===== src/rtl/seq_detector_param.sv =====
// Runtime-programmable serial bit-sequence detector with overlap control,
// registered match pulse and a saturating match counter.
module seq_detector_param #(
  parameter int                 MAX_LEN     = 8,
  parameter int                 CNT_W       = 8,
  parameter logic [MAX_LEN-1:0] DEF_PAT     = MAX_LEN'(4'b0110),
  parameter int                 DEF_LEN     = 4,
  parameter bit                 DEF_OVERLAP = 1'b1,
  localparam int                LEN_W       = $clog2(MAX_LEN + 1)
) (
  input  logic               clk,
  input  logic               reset,
  input  logic               x,
  input  logic               x_valid,
  input  logic               cfg_we,
  input  logic [MAX_LEN-1:0] cfg_pat,
  input  logic [LEN_W-1:0]   cfg_len,
  input  logic               cfg_overlap,
  input  logic               cnt_clr,
  output logic               z,
  output logic [CNT_W-1:0]   match_cnt,
  output logic               cnt_sat,
  output logic               cfg_err
);

  localparam logic [LEN_W-1:0] MAX_LEN_L = LEN_W'(MAX_LEN);
  localparam logic [CNT_W-1:0] CNT_MAX   = {CNT_W{1'b1}};

  logic [MAX_LEN-1:0] pat;
  logic [LEN_W-1:0]   len;
  logic               ovl;
  logic [MAX_LEN-1:0] hist;
  logic [LEN_W-1:0]   fill;

  logic [MAX_LEN-1:0] hist_n;
  logic [MAX_LEN-1:0] mask;
  logic [LEN_W-1:0]   fill_inc;
  logic               sample;
  logic               hit;
  logic               cfg_ok;

  always_comb begin
    sample   = x_valid && !cfg_we;
    // newest bit lands in hist[0]; the top bit falls off
    hist_n   = MAX_LEN'({hist, x});
    fill_inc = (fill == MAX_LEN_L) ? fill : fill + 1'b1;
    mask     = ~({MAX_LEN{1'b1}} << len);
    hit      = sample && (fill_inc >= len) && (((hist_n ^ pat) & mask) == '0);
    cfg_ok   = (cfg_len != '0) && (cfg_len <= MAX_LEN_L);
  end

  always_ff @(posedge clk) begin
    if (!reset) begin
      pat       <= DEF_PAT;
      len       <= LEN_W'(DEF_LEN);
      ovl       <= DEF_OVERLAP;
      hist      <= '0;
      fill      <= '0;
      z         <= 1'b0;
      match_cnt <= '0;
      cnt_sat   <= 1'b0;
      cfg_err   <= 1'b0;
    end else begin
      z       <= hit;
      cfg_err <= 1'b0;

      // a config write always consumes the cycle, accepted or not
      if (cfg_we) begin
        if (cfg_ok) begin
          pat  <= cfg_pat;
          len  <= cfg_len;
          ovl  <= cfg_overlap;
          fill <= '0;
        end else begin
          cfg_err <= 1'b1;
        end
      end else if (x_valid) begin
        hist <= hist_n;
        fill <= (hit && !ovl) ? '0 : fill_inc;
      end

      if (cnt_clr) begin
        match_cnt <= hit ? CNT_W'(1) : '0;
        cnt_sat   <= 1'b0;
      end else if (hit && (match_cnt != CNT_MAX)) begin
        match_cnt <= match_cnt + 1'b1;
        if (match_cnt == CNT_MAX - 1'b1)
          cnt_sat <= 1'b1;
      end
    end
  end

endmodule


===== config.mk =====
export PLATFORM = sky130hd
export DESIGN_NAME = seq_detector_param
export DESIGN_NICKNAME = d
export VERILOG_FILES = /design/src/rtl/seq_detector_param.sv
export SDC_FILE = /design/constraint.sdc
export NUM_CORES = 1
export LEC_CHECK = 0
export ABC_CLOCK_PERIOD_IN_PS = 2300
export CAP_MARGIN = 20
export CORE_MARGIN = 1
export CORE_UTILIZATION = 47
export CTS_CLUSTER_SIZE = 28
export DETAILED_ROUTE_END_ITERATION = 16
export GPL_ROUTABILITY_DRIVEN = 0
export GPL_TIMING_DRIVEN = 0
export PLACE_DENSITY = 0.75
export SLEW_MARGIN = 20
export SYNTH_ARGS = -nofsm -noshare
export SYNTH_HDL_FRONTEND = slang
export SYNTH_SLANG_ARGS = --single-unit

===== constraint.sdc =====
create_clock -name clk -period 2.3 [get_ports clk]
set_input_delay 0.46 -clock clk [delete_from_list [all_inputs] [get_ports clk]]
set_output_delay 0.46 -clock clk [all_outputs]
set_load 0.02 [all_outputs]

==> results.yml, run 1 <==
timing:
  setup_viol: 2
  rsz0062_at_grt: "true"
  slew_viol_final: 0
  fin_crit_sh_pct: 101
  setup_slack_ns: -0.0268
  slew_headroom_pct: 66.3
  tightestPinTransition_ns: 0.506
  fmax_ghz: 0.430
  hold_viol_final: 0
  fin_crit_ns: 2.33
  clock_skew_ns: 0.00418
worst_setup_path:
  endpoint_kind: "flop"
  crit_type: "reg -> reg"
  start_kind: "flop"
  r2r_start: "fill[0]"
  cp_max_fo: 4
  startpoint: "fill[0]"
  crit_chain: "inv_2, ha_4, nand2_4, nor2_4, xnor2_2, ha_1, nand2b_4, a211oi_2, o21bai_2, nand3_2, or4_4, a21oi_2"
  crit_slowest_cell: "or4_4"
  worstPathRequired_ns: 2.52
  critical-path-max-stage-delay_ns: 0.56
  crit_arrival_ns: 2.55
drt:
  ant_nets: 0
  routedWlPerCell_um: 13.2
  via_per_inst: 5.39
  drtIter0Drc: 133
  drc_errors: 0
  first_pass_iters: 4
  routed-via-count: 1667
  drt-total-wl_mm: 4.07
die:
  core.rowCount: 21
  initial_core_util_pct: 50.6
  core_sq_um: 3440
  dieArea_sq_um: 3960
  die_width_um: 62.9
  num_io_pins: 30
  die_h_um: 62.9
logic_synthesis:
  syn_area_sq_um: 1740
  synth_area_per_cell_sq_um: 8.03
  ys.flop_type: "dfxtp_1"
  ys_seq_area_share_pct: 40.2
  synth_common_cells: "54 x nand2_1, 35 x dfxtp_1, 27 x a21oi_1"
  synth_seq_cells: 35
  syn_inst: 217
  synth_fp_nets: 244
  async_flop_share_pct: 0
  synth_top_area_cell: "dfxtp_1"
  synth-edff-count: 0
  ys_warn_count: 0
  synth_cell_types: 38
  synth_top_area_share_pct: 40.2
  synth.area.top_cells: "dfxtp_1 40%, nand2_1 12%, a21oi_1 7.8%"
  synth.most_common_cell: "nand2_1"
place:
  dpl-instance-area_sq_um: 2090
  portBuffers: 29
  dp.final_hpwl_mm: 2.70
global_route:
  grt_pass1_vias: 1539
  gr-usage-all-layers_pct: 22.2
  grt_antenna_before_repair: 0
  grt_overflow_total: 0
  grt_pass1_wl_mm: 6.96
  grt_max_degree: 13
power_and_ir_drop:
  ir_drop_mv: 0.606
  power_density_nw_per_um2: 606
  finalPower_w: 0.00147
  leakage_nw: 0.855
min_path:
  hp-start: "hist[6]"
  min_path_type: "reg -> reg"
cts:
  cts_tree: "done"
  path_clk_slew_ns: 0.07
  cts-root-buf: "clkbuf_8"
  clock-sinks: 35
  clockBufferDepth: 2
  cts_max_level: 2
  cts_buffers: 5
  clk_latency_ns: 0.29
finish:
  syn2layout_area_growth_pct: 39.2
  final_nets: 289
  layout-drive-gt1-share_pct: 17.9
  fin_area_sq_um: 2430
  fin_util_pct: 70.5
  nFillCells: 272
  diodes: 0
run:
  cap_violations: 0
status:
  violations: "setup timing"
  status: "complete, but fails checks"
==> worst paths after layout <==
| path | slack [ns] | cells past startpoint | end |
|---|---|---|---|
| min reg2reg | 0.47 | 2 | hist[6] |
| max reg2reg | -0.03 | 12 | match_cnt[7] |
| min | 0.47 | 2 | hist[6] |
| max | -0.03 | 12 | match_cnt[7] |
==> worst max-delay path: cells and delay by family, from the launching register on <==
family / cells / cell delay (ns)
DFF: 1 / 0.34
and+or+nand+nor: 5 / 0.92
xor gates and xnor gates: 1 / 0.14
AOI/OAI and AO/OA: 3 / 0.37
buffers and inverters: 1 / 0.05
adders and majority gates: 2 / 0.43
==> flip-flops by register name (all words and copies together) (netlist names) <==
name and cells:
z 1, len 4, match_cnt 8, hist 7, cfg_err 1, ovl 1, cnt_sat 1, pat 8
fill 4
==> layout by cell type (no fill, tap or decap), types with 3 or more instances in the layout <==
cell	synthesis	layout
nand3_1	6	6
clkbuf_8	0	6
buf_4	0	6
inv_1	7	5
nand2b_1	5	4
buf_6	1	3
clkbuf_1	6	4
xnor2_1	12	11
dfxtp_1	35	33
nand2_1	54	53
a21oi_1	27	25
nor2_1	13	12
ha_1	8	5
clkdlybuf4s50_1	0	29
or4_1	5	3
o211ai_1	6	6
==> layer usage <==
metal | up-vias | routed length, um | global-route usage, %
met4 | 0 | 59 | 8.14
met3 | 9 | 132 | 4.93
met1 | 773 | 1870 | 27.5
li1 | 852 | - | -
met5 | - | 0 | 0
met2 | 33 | 2000 | 37.1
==> logic make-up (layout without fill, tap and decap cells) <==
group	Yosys count	after routing	share of synthesized area, %
AND/OR/NAND/NOR	98	99	27.4
AO/OA/AOI/OAI	49	49	17.0
flip-flops	35	35	40.2
buffers and inverters	15	60	3.66
XOR/XNOR	12	12	6.03
adder cells (fa/ha/maj)	8	8	5.74
==> timing repair <==
| action | 4_1_cts | 5_1_grt |
|---|---|---|
| cloned | 2 | 0 |
| gates resized for setup | 17 | 20 |
| buffers inserted | 3 | 4 |
| hold buffers | 0 | 0 |
| endpoints found under the setup margin | 14 | 20 |
| pin swaps | 11 | 18 |
==> where the power goes <==
group / switching (W) / internal [W]
Clock: 0.000228 / 0.000432
Sequential: 0.0000165 / 0.000624
Combinational: 0.0000867 / 0.0000838
==> stage by stage <==
step	worst slack (ns)	instances	hold slack [ns]	setup TNS, ns
final	-0.0268	309	0.467	-0.0434
after global routing	-0.152	309	0.487	-0.858
after CTS	0.0106	305	0.470	0
after detailed placement	-0.320	292	0.459	-4.58
after global placement	-0.326	292	0.457	-4.15
after floorplan	0.0233	217	0.449	0
==> area by class of cell <==
type                    count  area [sq um]  area share [%]
flip-flops and latches     35           703            29.0
well taps                  46          57.6            2.37
inverters                   7          26.3            1.08
repair buffers             37           358            14.7
clock inverters             3          67.6            2.78
plain buffers               8          48.8            2.01
clock buffers               5          68.8            2.84
multi-input cells         168          1100            45.2
Note: power is estimated with default switching activity, not from simulation.
==> run 2: changes to the inputs <==
--- a/config.mk
+++ b/config.mk
@@ -11,7 +11,6 @@
 export CORE_UTILIZATION = 47
 export CTS_CLUSTER_SIZE = 28
 export DETAILED_ROUTE_END_ITERATION = 16
-export GPL_ROUTABILITY_DRIVEN = 0
 export GPL_TIMING_DRIVEN = 0
 export PLACE_DENSITY = 0.75
 export SLEW_MARGIN = 20
==> results of run 2 <==
Same layout as run 1: the final DEF is identical, and so are final timing and power.
==> RTL change 1, RTL diff (flow settings as in run 1) <==
Make the reset (`reset`) asynchronous in one clocked block.
--- a/src/rtl/seq_detector_param.sv
+++ b/src/rtl/seq_detector_param.sv
@@ -49,7 +49,7 @@
     cfg_ok   = (cfg_len != '0) && (cfg_len <= MAX_LEN_L);
   end
 
-  always_ff @(posedge clk) begin
+  always_ff @(posedge clk or negedge reset) begin
     if (!reset) begin
       pat       <= DEF_PAT;
       len       <= LEN_W'(DEF_LEN);
Behaviour: differs if reset is asserted again (counterexample within 4 cycles, from zero or initial values and one cycle with reset low); with reset held inactive, the same outputs for 4 cycles.
==> RTL change 1 against run 1 <==
The flow still finishes with violations (negative setup slack); synthesized area is 5.0% higher; final area is 3.0% higher; worst setup slack worse by 770 ps; wire length is 0.98% lower; sequential cell count stayed put; count of clock-buffer cells in the layout is 3 higher.
Power is not compared: it rests on default switching activity, and its combinational part moved more than twofold at a synthesized area within 25%.
==> RTL change 1: results (changes against run 1) <==
Finish
  – Largest registers: match_cnt: 8 flops, pat: 8 flops, hist: 7 flops
  – Fin nets: 242 (-16%)
  – Layout cells sized above 1: 30.6% (+13 points)

Clock tree
  – Setup bufs post-CTS: 4 (+1)
  – Root Driver: clkbuf_8
  – Clock-pin slew on the worst setup and hold paths: 70 ps (about the same)
  – Clock latency on the worst-skew pair: 300 ps
  – CTS H-tree depth: 2 (unchanged)
  – Gates resized, CTS repair: 14 (-3)

Yosys
  – Synth Flop Type: dfrtp_1
  – Post-synthesis sequential area ratio: 48.2% (+8.0 points)
  – Async SR Flop Fraction: 100% (+100 points)
  – Syn nets: 199 (-18%)
  – Mux cell area share after synthesis: 11.7% (+12 points)
  – Post-synth top cells: 31 x dfrtp_1, 19 x mux2_2, 13 x o21ai_0, 11 x a21oi_1, 11 x inv_1
  – XOR/XNOR Fraction of Synth Area: 5.27% (-0.76 points)
  – Compound-Gate Fraction of Synth Area: 12.6% (-4.4 points)
  – Top cells by area, synth: dfrtp_1 42%, mux2_2 12%, dfstp_2 5.7%
  – Synth warnings: 0 (unchanged)
  – Post-synthesis adder-cell area fraction: 5.47% (-0.27 points)
  – Avg Cell Area, Syn: 10.6 um2 (+32%)
  – Unique cell type count in the Yosys netlist: 34 (-11%)

Global route
  – First-pass GRT wire length: 6530 um (-6.2%)
  – Met2 Usage GRT: 36.8% (-0.25 points)
  – GR Util met3: 4.64% (-0.28 points)
  – Pin count of the biggest net entering global routing: 23 (+10)
  – Gr usage total: 21.2% (-0.99 points)
  – Vias in the first global route: 1515 (-1.6%)
  – GR Util met1: 23.7% (-3.8 points)

Status
  – Failing checks: negative setup slack
  – Status: finished with violations

Detailed routing
  – Met3 routed WL: 137 um (+3.8%)
  – Iter 0 DRT Violations: 78 (-41%)
  – DR top layer: met4
  – M1 wire length: 1680 um (-10%)
  – Drt total wl: 4030 um (-0.98%)
  – DR WL/cell: 15.2 um (+16%)
  – Met2 routed WL: 2120 um (+5.9%)
  – Vias per inst: 5.59 (+3.7%)

Place
  – DP Area: 2230 um2 (+6.8%)
  – # port buffers: 29 (unchanged)
  – Placed cell count: 250 (-14%)
  – DP Wirelength: 2730 um (+1.1%)

STA
  – Setup-failing EPs final: 14 (+12)
  – Layout Skew: 10.5 ps (+6.27 ps)
  – Tightest Pin Transition: 671 ps (+165 ps)
  – Post-route setup TNS: -9150 ps (-9110 ps)
  – Fin worst setup slack: -797 ps (-770 ps)

Critical path
  – CP max stage delay: 600 ps (+40 ps)
  – Crit-path max FO: 5 (+1)
  – Worst EP arrival: 3320 ps (+770 ps)
  – Stages on worst setup path: 12 (unchanged)
  – Reg-to-reg critical path startpoint: fill[0]$_DFFE_PN0P_
  – Crit path to: match_cnt[5]$_DFFE_PN0P_

Worst hold path
  – Worst min path class: in2async

Floorplan
  – Core area: 3690 um2 (+7.2%)

Power and ir drop
  – Leakage: 1.02 nW
[RTL change 1: cell type report]
class,instances,area [um2]
inverters,11,46.3
flip-flops and latches,35,881
multi-input cells,120,1010
plain buffers,5,37.5
repair buffers,37,369
well taps,48,60.1
clock buffers,8,100
fillers,308,1190
[RTL change 1: power by group through the flow]
stage / sequential [W] / clock [W] / combinational [W]
after CTS: 0.000825 / 0.000504 / 0.000435
after global routing: 0.000839 / 0.000534 / 0.000520
final: 0.000826 / 0.000498 / 0.000472
after detailed placement: 0.000835 / 0 / 0.000382
after global placement: 0.000825 / 0 / 0.000362
after floorplan: 0.000810 / 0 / 0.000269
[RTL change 1: cell families after synthesis]
kind of cell | Yosys count
mux | 19
compound gates | 38
xor+xnor | 11
fa+ha+maj | 8
simple gates | 43
flops | 35
buf+inv | 18
[RTL change 1: per-stage QoR]
stage	worst slack, ps	hold slack [ps]
4_1_cts	-756	79.6
2_1_floorplan	-680	164
3_3_place_gp	-795	485
6_report	-797	70.8
3_5_place_dp	-895	392
5_1_grt	-864	85.7
==> RTL change 2, RTL diff (flow settings as in run 1) <==
Made on the original files. The parameter `CNT_W` goes from 8 to 10.
--- a/src/rtl/seq_detector_param.sv
+++ b/src/rtl/seq_detector_param.sv
@@ -2,7 +2,7 @@
 // registered match pulse and a saturating match counter.
 module seq_detector_param #(
   parameter int                 MAX_LEN     = 8,
-  parameter int                 CNT_W       = 8,
+  parameter int                 CNT_W       = 10,
   parameter logic [MAX_LEN-1:0] DEF_PAT     = MAX_LEN'(4'b0110),
   parameter int                 DEF_LEN     = 4,
   parameter bit                 DEF_OVERLAP = 1'b1,
Interface: changed (resized match_cnt); port bits go from 30 to 32. No check against the original RTL was run, so the function may have changed too.
==> RTL change 2 against run 1 <==
The run still ends with negative setup slack left; first-iteration DRC count down 34%; wire length down 4.0%; sequential cell count up 2; die area up 3.8%; sequential power up 4.8%; via count down 1.7%; synthesized area up 3.9%; maximum frequency down 2.7%; final area up 0.15%; total power down 14%; worst setup slack worse by 66 ps; highest routed layer unchanged.
==> RTL change 2: results (changes against run 1) <==
Power and ir drop
  – Leakage: 0.906 nW (+6.0%)
  – Worst IR drop on VDD: 0.426 mV (-30%)
  – Cell Int Power: 0.000953 W (-16%)

Detailed routing
  – Iter 0 DRT Violations: 88 (-34%)
  – Vias: 1639 (-1.7%)
  – DR WL/cell: 12.7 um (-3.4%)
  – Met2 routed WL: 1890 um (-5.5%)
  – Met3 routed WL: 158 um (+20%)
  – Drt pass-1 iters: 4 (unchanged)
  – Drt total wl: 3900 um (-4.0%)
  – M1 wire length: 1780 um (-4.9%)
  – DR top layer: met4

Yosys
  – Avg Cell Area, Syn: 8.63 um2 (+7.4%)
  – Syn nets: 237 (-2.9%)
  – Async SR Flop Fraction: 0% (unchanged)
  – XOR/XNOR Fraction of Synth Area: 5.80% (-0.23 points)
  – Mux cell area share after synthesis: 6.63% (+6.6 points)
  – Post-synth top cells: 37 x dfxtp_1, 34 x nand2_1, 17 x a21oi_1, 17 x nor2_1
  – Top cells by area, synth: dfxtp_1 41%, nand2_1 7.0%, mux2i_1 6.6%
  – Synth warnings: 0 (unchanged)
  – Compound-Gate Fraction of Synth Area: 14.2% (-2.8 points)
  – Post-synthesis sequential area ratio: 40.9% (+0.68 points)
  – Post-synthesis adder-cell area fraction: 5.52% (-0.22 points)
  – Unique cell type count in the Yosys netlist: 38 (unchanged)

Place
  – DP Area: 2230 um2 (+6.5%)
  – Placed cell count: 289 (-1.0%)
  – # port buffers: 31 (+6.9%)
  – Placement Setup Slack: -278 ps (+42.8 ps)
  – DP Wirelength: 2830 um (+4.7%)

Clock tree
  – Gates resized, CTS repair: 8 (-9)
  – Setup bufs post-CTS: 8 (+5)
  – CTS buffer count: 5 (unchanged)
  – Clock-pin slew on the worst setup and hold paths: 70 ps (about the same)
  – CTS H-tree depth: 2 (unchanged)
  – Clock latency on the worst-skew pair: 290 ps (about the same)
  – Clk buf depth: 2 (unchanged)

Global route
  – Antenna violations before repair: 0 (unchanged)
  – Gr usage total: 21.5% (-0.68 points)
  – First-pass GRT wire length: 6760 um (-2.9%)
  – Pin count of the biggest net entering global routing: 12 (-1)

Finish
  – # diodes: 0 (unchanged)
  – Filler cell count: 332 (+22%)
  – FF/Latch Area: 746 um2 (+6.0%)
  – Layout cells sized above 1: 15.4% (-2.4 points)
  – Largest registers: match_cnt: 10 flops, pat: 8 flops, hist: 7 flops

Status
  – Failing checks: negative setup slack
  – Status: finished with violations

Critical path
  – Crit-path max FO: 4 (unchanged)
  – CP max stage delay: 350 ps (-210 ps)
  – Slowest-stage cell, CP: dfxtp_2
  – Delay-heaviest family, CP: simple AND/OR/NAND/NOR gates
  – Worst EP arrival: 2550 ps (about the same)

STA
  – Layout Skew: 4.70 ps (+0.523 ps)
  – Setup-failing EPs final: 10 (+8)
  – Post-route setup TNS: -601 ps (-557 ps)
  – Tightest Pin Transition: 507 ps (+1.01 ps)
  – Fin worst setup slack: -92.5 ps (-65.7 ps)
==> RTL change 2: changes by cell type in the layout (fill, tap and decap cells not counted), sizes merged, moves of 3 or more <==
| cell | run 1 | this run |
|---|---|---|
| nand2b | 5 | 2 |
| or4 | 5 | 1 |
| nand2 | 54 | 34 |
| a32o | 0 | 3 |
| clkbuf | 11 | 8 |
| or3 | 1 | 7 |
| mux2i | 0 | 12 |
| o211ai | 6 | 1 |
| a21oi | 27 | 17 |
| nor2 | 13 | 17 |
| o21ai | 4 | 13 |
| buf | 10 | 14 |
==> RTL change 2: layout make-up <==
class	instances	area share, %
multi-input cells	158	44.7
well taps	48	2.47
flip-flops and latches	37	30.7
inverters	9	1.39
repair buffers	41	16.0
clock buffers	6	2.99
plain buffers	6	1.34
clock inverters	2	0.412
==> RTL change 2: path summary, 6_finish.rpt <==
path	startpoint	end	slack, ps	depth (start not counted)
min	cnt_sat$_SDFFE_PP0P_	cnt_sat$_SDFFE_PP0P_	440	2
max reg2reg	fill[0]$_SDFFE_PN0P_	match_cnt[2]$_SDFFE_PN0P_	-90	13
min reg2reg	cnt_sat$_SDFFE_PP0P_	cnt_sat$_SDFFE_PP0P_	440	2
max	fill[0]$_SDFFE_PN0P_	match_cnt[2]$_SDFFE_PN0P_	-90	13
==> RTL change 2: power groups by stage <==
stage               Sequential (W)  Combinational (W)  Clock [W]
floorplan                 0.000685          0.0000962          0
global placement          0.000687           0.000150          0
detailed placement        0.000687           0.000153          0
CTS                       0.000672           0.000159   0.000441
global route              0.000674           0.000178   0.000469
finish                    0.000671           0.000163   0.000429
==> RTL change 2: routing by layer <==
layer	vias to the layer above	track usage (%)
met5	-	0
met4	0	9.38
met3	7	4.82
met2	30	35.9
met1	770	26.3
li1	832	-
